$ cat src/rtl/add_arb_pkg.sv
// add_arb_pkg -- shared types and constants for the two-requester add arbiter.
// Build option: define ADD_ARB_SAT_EN to saturate the result on carry-out.
package add_arb_pkg;

    // Default operand/result width in bits
    localparam int ADD_ARB_DW = 5;

    // Controller states: wait for a request, compute, present the response
    typedef enum logic [1:0] {
        IDLE = 2'd0,
        CALC = 2'd1,
        RESP = 2'd2
    } state_t;

    // Turns a requester index into its one-hot grant pattern
    function automatic logic [1:0] id_to_onehot(input logic id);
        return id ? 2'b10 : 2'b01;
    endfunction

endpackage : add_arb_pkg

$ cat src/rtl/add_arbiter_if.sv
// add_arbiter_if -- request/operand/response bundle between two requesters
// and the add arbiter. The master modport is the requester side, the slave
// modport is the arbiter side.
// Build option: ADD_ARB_SAT_EN (saturating result) affects only the arbiter.
interface add_arbiter_if
    import add_arb_pkg::*;
#(
    parameter int DW = ADD_ARB_DW
) ();

    // Request side: per-requester request, operands and carry-in
    logic [1:0]    req;
    logic [DW-1:0] opa0;
    logic [DW-1:0] opb0;
    logic [DW-1:0] opa1;
    logic [DW-1:0] opb1;
    logic [1:0]    cin;

    // Response side: grant, registered result and status
    logic [1:0]    gnt;
    logic [DW-1:0] sum;
    logic          cout;
    logic          rsp_vld;
    logic          rsp_id;
    logic          busy;

    modport master (
        output req, opa0, opb0, opa1, opb1, cin,
        input  gnt, sum, cout, rsp_vld, rsp_id, busy
    );

    modport slave (
        input  req, opa0, opb0, opa1, opb1, cin,
        output gnt, sum, cout, rsp_vld, rsp_id, busy
    );

endinterface : add_arbiter_if

$ cat src/rtl/add5_core.sv
// add5_core -- purely combinational DW-bit adder with carry-in and carry-out.
// The sum is formed one bit wider than the operands so the carry falls out
// of the top bit without any separate carry logic.
// Build option: none here; ADD_ARB_SAT_EN is applied by the arbiter.
module add5_core
    import add_arb_pkg::*;
#(
    parameter int DW = ADD_ARB_DW
) (
    input  logic [DW-1:0] a,
    input  logic [DW-1:0] b,
    input  logic          ci,
    output logic [DW-1:0] s,
    output logic          co
);

    logic [DW:0] full;

    // Zero-extend both operands and the carry-in to DW+1 bits before adding
    always_comb begin
        full = {1'b0, a} + {1'b0, b} + {{DW{1'b0}}, ci};
    end

    assign s  = full[DW-1:0];
    assign co = full[DW];

endmodule : add5_core

$ cat src/rtl/add_arbiter.sv
// add_arbiter -- round-robin arbiter in front of a single shared adder.
// One operation takes three cycles: grant/capture in IDLE, add in CALC,
// response pulse in RESP. Grants alternate when both requesters hold req.
// Build option: define ADD_ARB_SAT_EN to clamp sum to all-ones whenever the
// addition carries out (cout still reads 1); otherwise sum wraps.
module add_arbiter
    import add_arb_pkg::*;
#(
    parameter int DW = ADD_ARB_DW
) (
    input  logic         clk,
    input  logic         n_rst,
    add_arbiter_if.slave bus
);

    state_t        state;
    state_t        next_state;

    logic          ptr;
    logic          any_req;
    logic          winner;
    logic          take;

    logic [DW-1:0] opa_q;
    logic [DW-1:0] opb_q;
    logic          cin_q;
    logic          id_q;

    logic [DW-1:0] core_sum;
    logic          core_cout;
    logic [DW-1:0] sum_next;
    logic [DW-1:0] sum_q;
    logic          cout_q;

    // Shared adder working on the captured operands
    add5_core #(
        .DW (DW)
    ) u_core (
        .a  (opa_q),
        .b  (opb_q),
        .ci (cin_q),
        .s  (core_sum),
        .co (core_cout)
    );

    // Pick the winner: ptr breaks ties, a lone request always wins
    always_comb begin
        any_req = |bus.req;
        winner  = 1'b0;
        if (bus.req == 2'b11) begin
            winner = ptr;
        end else if (bus.req[1]) begin
            winner = 1'b1;
        end
        take = (state == IDLE) && any_req;
    end

    // State register
    always_ff @(posedge clk) begin
        if (!n_rst) begin
            state <= IDLE;
        end else begin
            state <= next_state;
        end
    end

    // Next-state logic: IDLE waits for a request, CALC and RESP last one cycle
    always_comb begin
        next_state = state;
        unique case (state)
            IDLE:    if (any_req) next_state = CALC;
            CALC:    next_state = RESP;
            RESP:    next_state = IDLE;
            default: next_state = IDLE;
        endcase
    end

    // Outputs decoded from the current state; grant is only possible in IDLE
    always_comb begin
        bus.gnt     = take ? id_to_onehot(winner) : 2'b00;
        bus.busy    = (state == CALC) || (state == RESP);
        bus.rsp_vld = (state == RESP);
        bus.rsp_id  = id_q;
        bus.sum     = sum_q;
        bus.cout    = cout_q;
    end

    // Capture the winner's operands on the grant edge and rotate priority
    always_ff @(posedge clk) begin
        if (!n_rst) begin
            ptr   <= 1'b0;
            opa_q <= '0;
            opb_q <= '0;
            cin_q <= 1'b0;
            id_q  <= 1'b0;
        end else if (take) begin
            opa_q <= winner ? bus.opa1 : bus.opa0;
            opb_q <= winner ? bus.opb1 : bus.opb0;
            cin_q <= bus.cin[winner];
            id_q  <= winner;
            ptr   <= ~winner;
        end
    end

`ifdef ADD_ARB_SAT_EN
    // Clamp to all-ones when the addition overflows the result width
    always_comb begin
        sum_next = core_cout ? {DW{1'b1}} : core_sum;
    end
`else
    // Result wraps modulo 2^DW
    always_comb begin
        sum_next = core_sum;
    end
`endif

    // Result register: loaded in CALC, held between responses
    always_ff @(posedge clk) begin
        if (!n_rst) begin
            sum_q  <= '0;
            cout_q <= 1'b0;
        end else if (state == CALC) begin
            sum_q  <= sum_next;
            cout_q <= core_cout;
        end
    end

endmodule : add_arbiter

$ cat src/flat_wrapper.sv
// flat-port wrapper written by rule: the top's interface ports become plain ports
module add_arbiter_flat import add_arb_pkg::*;
#(
    parameter int DW = ADD_ARB_DW
)
  (clk, n_rst, bus_req, bus_opa0, bus_opb0, bus_opa1, bus_opb1, bus_cin, bus_gnt, bus_sum, bus_cout, bus_rsp_vld, bus_rsp_id, bus_busy);
  add_arbiter_if #(.DW(DW)) bus_i ();
  input  logic clk;
  input  logic n_rst;
  input wire logic [$bits(bus_i.req)-1:0] bus_req;
  input wire logic [$bits(bus_i.opa0)-1:0] bus_opa0;
  input wire logic [$bits(bus_i.opb0)-1:0] bus_opb0;
  input wire logic [$bits(bus_i.opa1)-1:0] bus_opa1;
  input wire logic [$bits(bus_i.opb1)-1:0] bus_opb1;
  input wire logic [$bits(bus_i.cin)-1:0] bus_cin;
  output wire logic [$bits(bus_i.gnt)-1:0] bus_gnt;
  output wire logic [$bits(bus_i.sum)-1:0] bus_sum;
  output wire logic [$bits(bus_i.cout)-1:0] bus_cout;
  output wire logic [$bits(bus_i.rsp_vld)-1:0] bus_rsp_vld;
  output wire logic [$bits(bus_i.rsp_id)-1:0] bus_rsp_id;
  output wire logic [$bits(bus_i.busy)-1:0] bus_busy;
  assign bus_i.req = bus_req;
  assign bus_i.opa0 = bus_opa0;
  assign bus_i.opb0 = bus_opb0;
  assign bus_i.opa1 = bus_opa1;
  assign bus_i.opb1 = bus_opb1;
  assign bus_i.cin = bus_cin;
  assign bus_gnt = bus_i.gnt;
  assign bus_sum = bus_i.sum;
  assign bus_cout = bus_i.cout;
  assign bus_rsp_vld = bus_i.rsp_vld;
  assign bus_rsp_id = bus_i.rsp_id;
  assign bus_busy = bus_i.busy;
  add_arbiter #(.DW(DW)) u_core (.clk(clk), .n_rst(n_rst), .bus(bus_i));
endmodule
$ cat config.mk
export PLATFORM = sky130hd
export DESIGN_NAME = add_arbiter_flat
export DESIGN_NICKNAME = d
export VERILOG_FILES = /design/src/rtl/add_arb_pkg.sv /design/src/rtl/add_arbiter_if.sv /design/src/rtl/add5_core.sv /design/src/rtl/add_arbiter.sv /design/src/flat_wrapper.sv
export SDC_FILE = /design/constraint.sdc
export NUM_CORES = 1
export LEC_CHECK = 0
export BUFFER_PORTS_ARGS = -buffer_cell sky130_fd_sc_hd__buf_2
export CAP_MARGIN = 20
export CORE_MARGIN = 1
export CORE_UTILIZATION = 33
export DETAILED_ROUTE_END_ITERATION = 8
export PLACE_DENSITY = 0.62
export SYNTH_ARGS = -nofsm -noshare
export SYNTH_HDL_FRONTEND = slang
export SYNTH_SLANG_ARGS = --single-unit
$ cat constraint.sdc
create_clock -name clk -period 1.4 [get_ports clk]
set_clock_uncertainty 0.05 [all_clocks]
set_input_delay 0.07 -clock clk [delete_from_list [all_inputs] [get_ports clk]]
set_output_delay 0.07 -clock clk [all_outputs]
set_load 0.01 [all_outputs]
==> results.md <==
* Outcome: complete, but fails checks
* Failing checks: negative setup slack
* Maximum VDD drop at 0.763 mV
* Num CTS Buffers at 3
* Mean Syn Cell Area at 10.3 um2
* Worst Path Arrival at 1.76 ns
* CTS H-tree depth at 1
* Via count at 1066
* First DRT Iteration DRCs at 48
* Post-Synth Simple-Gate Area at 13.6%
* Adder-Cell Fraction of Synth Area at 12.1%
* Die area at 3750 um2
* Area after DPL at 1420 um2
* Pin count of the biggest net entering global routing at 18
* CTS Buffer Depth at 2
* Layout cells sized above 1 at 41.0%
* Reg-to-reg startpoint: u_core.cin_q$_SDFFE_PN0P_
* Finished Layout Cells at 212
* Slew Viols, Final at 0
* Overall routing resource usage at 15.9%
* Clock root cell: clkbuf_4
* Setup Total Neg Slack at -0.441 ns
* Vias in the first global route at 956
* Crit path launch: u_core.cin_q$_SDFFE_PN0P_
* Cell Chain, Critical Path: inv_2 > fa_2 > inv_2 > fa_1 > mux2i_1 > nor2b_1
* Critical path's largest stage delay at 0.39 ns
* Required time worst endpoint at 1.57 ns
* Setup crit end kind: register
* Post-Synthesis Cell Area at 1160 um2
* Post-DP HPWL at 2030 um
* Post-synth EDFFs at 0
* Fill cell count at 317
* FMAX at 630 MHz
* Mapped Cells at 112
* Slowest-stage cell, CP: fa_2
* Residual DRC count at 0
* WL per Instance at 13.7 um
* Synthesized Nets at 148
* Netlist cell types at 32
* Grt total ovfl at 0
* Cell mode on critical path: inv_2
* Setup ws final at -0.187 ns
* Slew headroom at 77.5%
* Hold_ws at 0.0119 ns
* Mux contribution to synthesized area at 1.73%
* Worst-Margin Slew at 0.337 ns
* Sequential area share after synthesis at 36.3%
* Minimum clock period at 1.59 ns
* Final setup fails at 4
* Top Ports at 37
* Critical hold path startpoint: bus_opa1[4]
* Async SR Flop Fraction at 0%
* Die H at 61.3 um
* Buffers on Ports at 36
* Area delta synth->final at 39.2%
* Yosys reg bits at 21
* Die span in x at 61.3 um
* Synth Area in XOR/XNOR at 0.756%
* Post-DRT Antenna Nets at 0
* First-pass GRT wire length at 4330 um
* Max-Cap Viols at 0
* CTS tree: built
* CP Max Fanout at 2
* Routability congestion estimate at 0.841
* Delay-heaviest family, CP: adder cells
* Final WL at 2910 um
* Cells after DPL at 195
* CP Launch Type: register
* Critical Setup Path Class: reg -> reg
* Compound-Gate Fraction of Synth Area at 26.9%
* Initial Utilization at 34.7%
* Worst min path class: in -> reg
* Final period utilization at 113%
* Initial antenna violation count at 0
* Ant diodes at 0
* Nets at 203
* Fin area at 1610 um2
* PD cells at 931 nW/um2
* Vias/cell at 5.03
* Final Hold Viols at 0
* Largest family of logic cells by synthesized area: compound AO/OA/AOI/OAI gates
* Primary FF master, synth: dfxtp_1
* CP bufs+invs at 2
* Clk_lat worst skew at 0.31 ns
* Leak Pwr at 0.000717 uW
* Core area at 3340 um2
* Num Clock Sinks at 21
* RSZ-0062 raised after global routing: true
* Rows at 21
* Drt first pass iters at 6
* Reg clk slew, reported paths at 0.12 ns
* Synthesis warning total at 0
-- cell usage after synthesis (3+ instances only) --
| master | instances | area share [%] |
|---|---|---|
| buf_6 | 4 | 3.9 |
| and3_1 | 3 | 1.6 |
| a32oi_1 | 11 | 8.3 |
| nand3b_1 | 5 | 3.2 |
| o2bb2ai_1 | 12 | 9.1 |
| dfxtp_1 | 21 | 36 |
| buf_2 | 3 | 1.3 |
| inv_1 | 7 | 2.3 |
| nand2_1 | 4 | 1.3 |
| ha_1 | 8 | 8.6 |
| nand3_1 | 5 | 2.2 |
-- per-stage QoR --
stage               power (uW)  worst slack [ns]  util, %
floorplan                  987            -0.107        -
global placement          1140            -0.131     42.6
detailed placement        1150            -0.186     42.6
CTS                       1500            -0.194     47.5
global route              1590            -0.271     48.3
finish                    1500            -0.187     48.3
-- sequential cells by signal, summed over array words and instances (netlist names) --
signal             flops
u_core.cin_q           1
u_core.bus.sum         5
u_core.bus.cout        1
u_core.bus.rsp_id      1
u_core.ptr             1
u_core.opb_q           5
u_core.state           2
u_core.opa_q           5
-- placed cells by master (no fill, tap or decap), types with 2 or more instances in the layout --
| cell type | count |
|---|---|
| o211a_1 | 2 |
| nand3_1 | 4 |
| dfxtp_1 | 16 |
| mux2i_1 | 2 |
| inv_1 | 2 |
| nor2b_1 | 2 |
| o2bb2ai_1 | 12 |
| buf_12 | 2 |
| inv_2 | 5 |
| a21o_1 | 2 |
| and2_1 | 2 |
| ha_1 | 7 |
| buf_4 | 9 |
| a32oi_1 | 11 |
| and3_1 | 2 |
| dlygate4sd3_1 | 11 |
| nand3b_1 | 5 |
| buf_2 | 35 |
| nand2_1 | 4 |
| dfxtp_2 | 5 |
| clkbuf_4 | 3 |
| nand2b_1 | 2 |
-- final timing paths --
path | to | slack, ns | depth (start not counted)
worst max-delay path | u_core.bus.sum[1]$_SDFFE_PN0N_ | -0.19 | 6
worst min-delay path | u_core.opa_q[4]$_SDFFE_PN0P_ | 0.01 | 3
worst max register to register | u_core.bus.sum[1]$_SDFFE_PN0N_ | -0.19 | 6
worst min register to register | u_core.opb_q[0]$_SDFFE_PN0P_ | 0.42 | 1
-- logic make-up after synthesis --
family / Yosys count
compound gates: 36
mux: 2
fa+ha+maj: 10
xor+xnor: 1
flops: 21
buf+inv: 15
simple gates: 27
-- worst register-to-register path: cells and delay by family, from the launching register on --
kind / cells / cell delay, ns
AND/OR/NAND/NOR: 1 / 0.06
multiplexers: 1 / 0.15
flip-flops: 1 / 0.35
buffers and inverters: 2 / 0.10
adder cells (fa/ha/maj): 2 / 0.78
-- routing by layer --
layer / up-vias / wire, um / track usage [%]
li1: 528 / - / -
met1: 511 / 1230 / 18.7
met2: 25 / 1530 / 28.4
met3: 2 / 136 / 5.04
met4: 0 / 16 / 2.92
met5: - / 0 / 0
-- cell type report --
cell class                      count  area, um2  share of cell area (%)
Timing Repair Buffer               58        404                    25.1
Clock buffer                        4       26.3                    1.63
Tap cell                           46       57.6                    3.57
Sequential cell                    21        427                    26.5
Multi-Input combinational cell     76        672                    41.7
Inverter                            7       26.3                    1.63
-- power breakdown --
group | leakage, uW | switching (uW) | internal (uW)
Combinational | 0.000527 | 228 | 259
Clock | 0.0000150 | 197 | 111
Sequential | 0.000174 | 42.3 | 664
Total | 0.000717 | 467 | 1030
-- what timing repair did --
item,CTS,global route
buffers inserted,2,1
gates cloned,0,0
pin swaps,1,1
hold buffers,10,1
hold endpoints to repair,10,1
setup endpoints to repair,7,7
resized for setup,10,3
(Power assumes the default switching activity.)
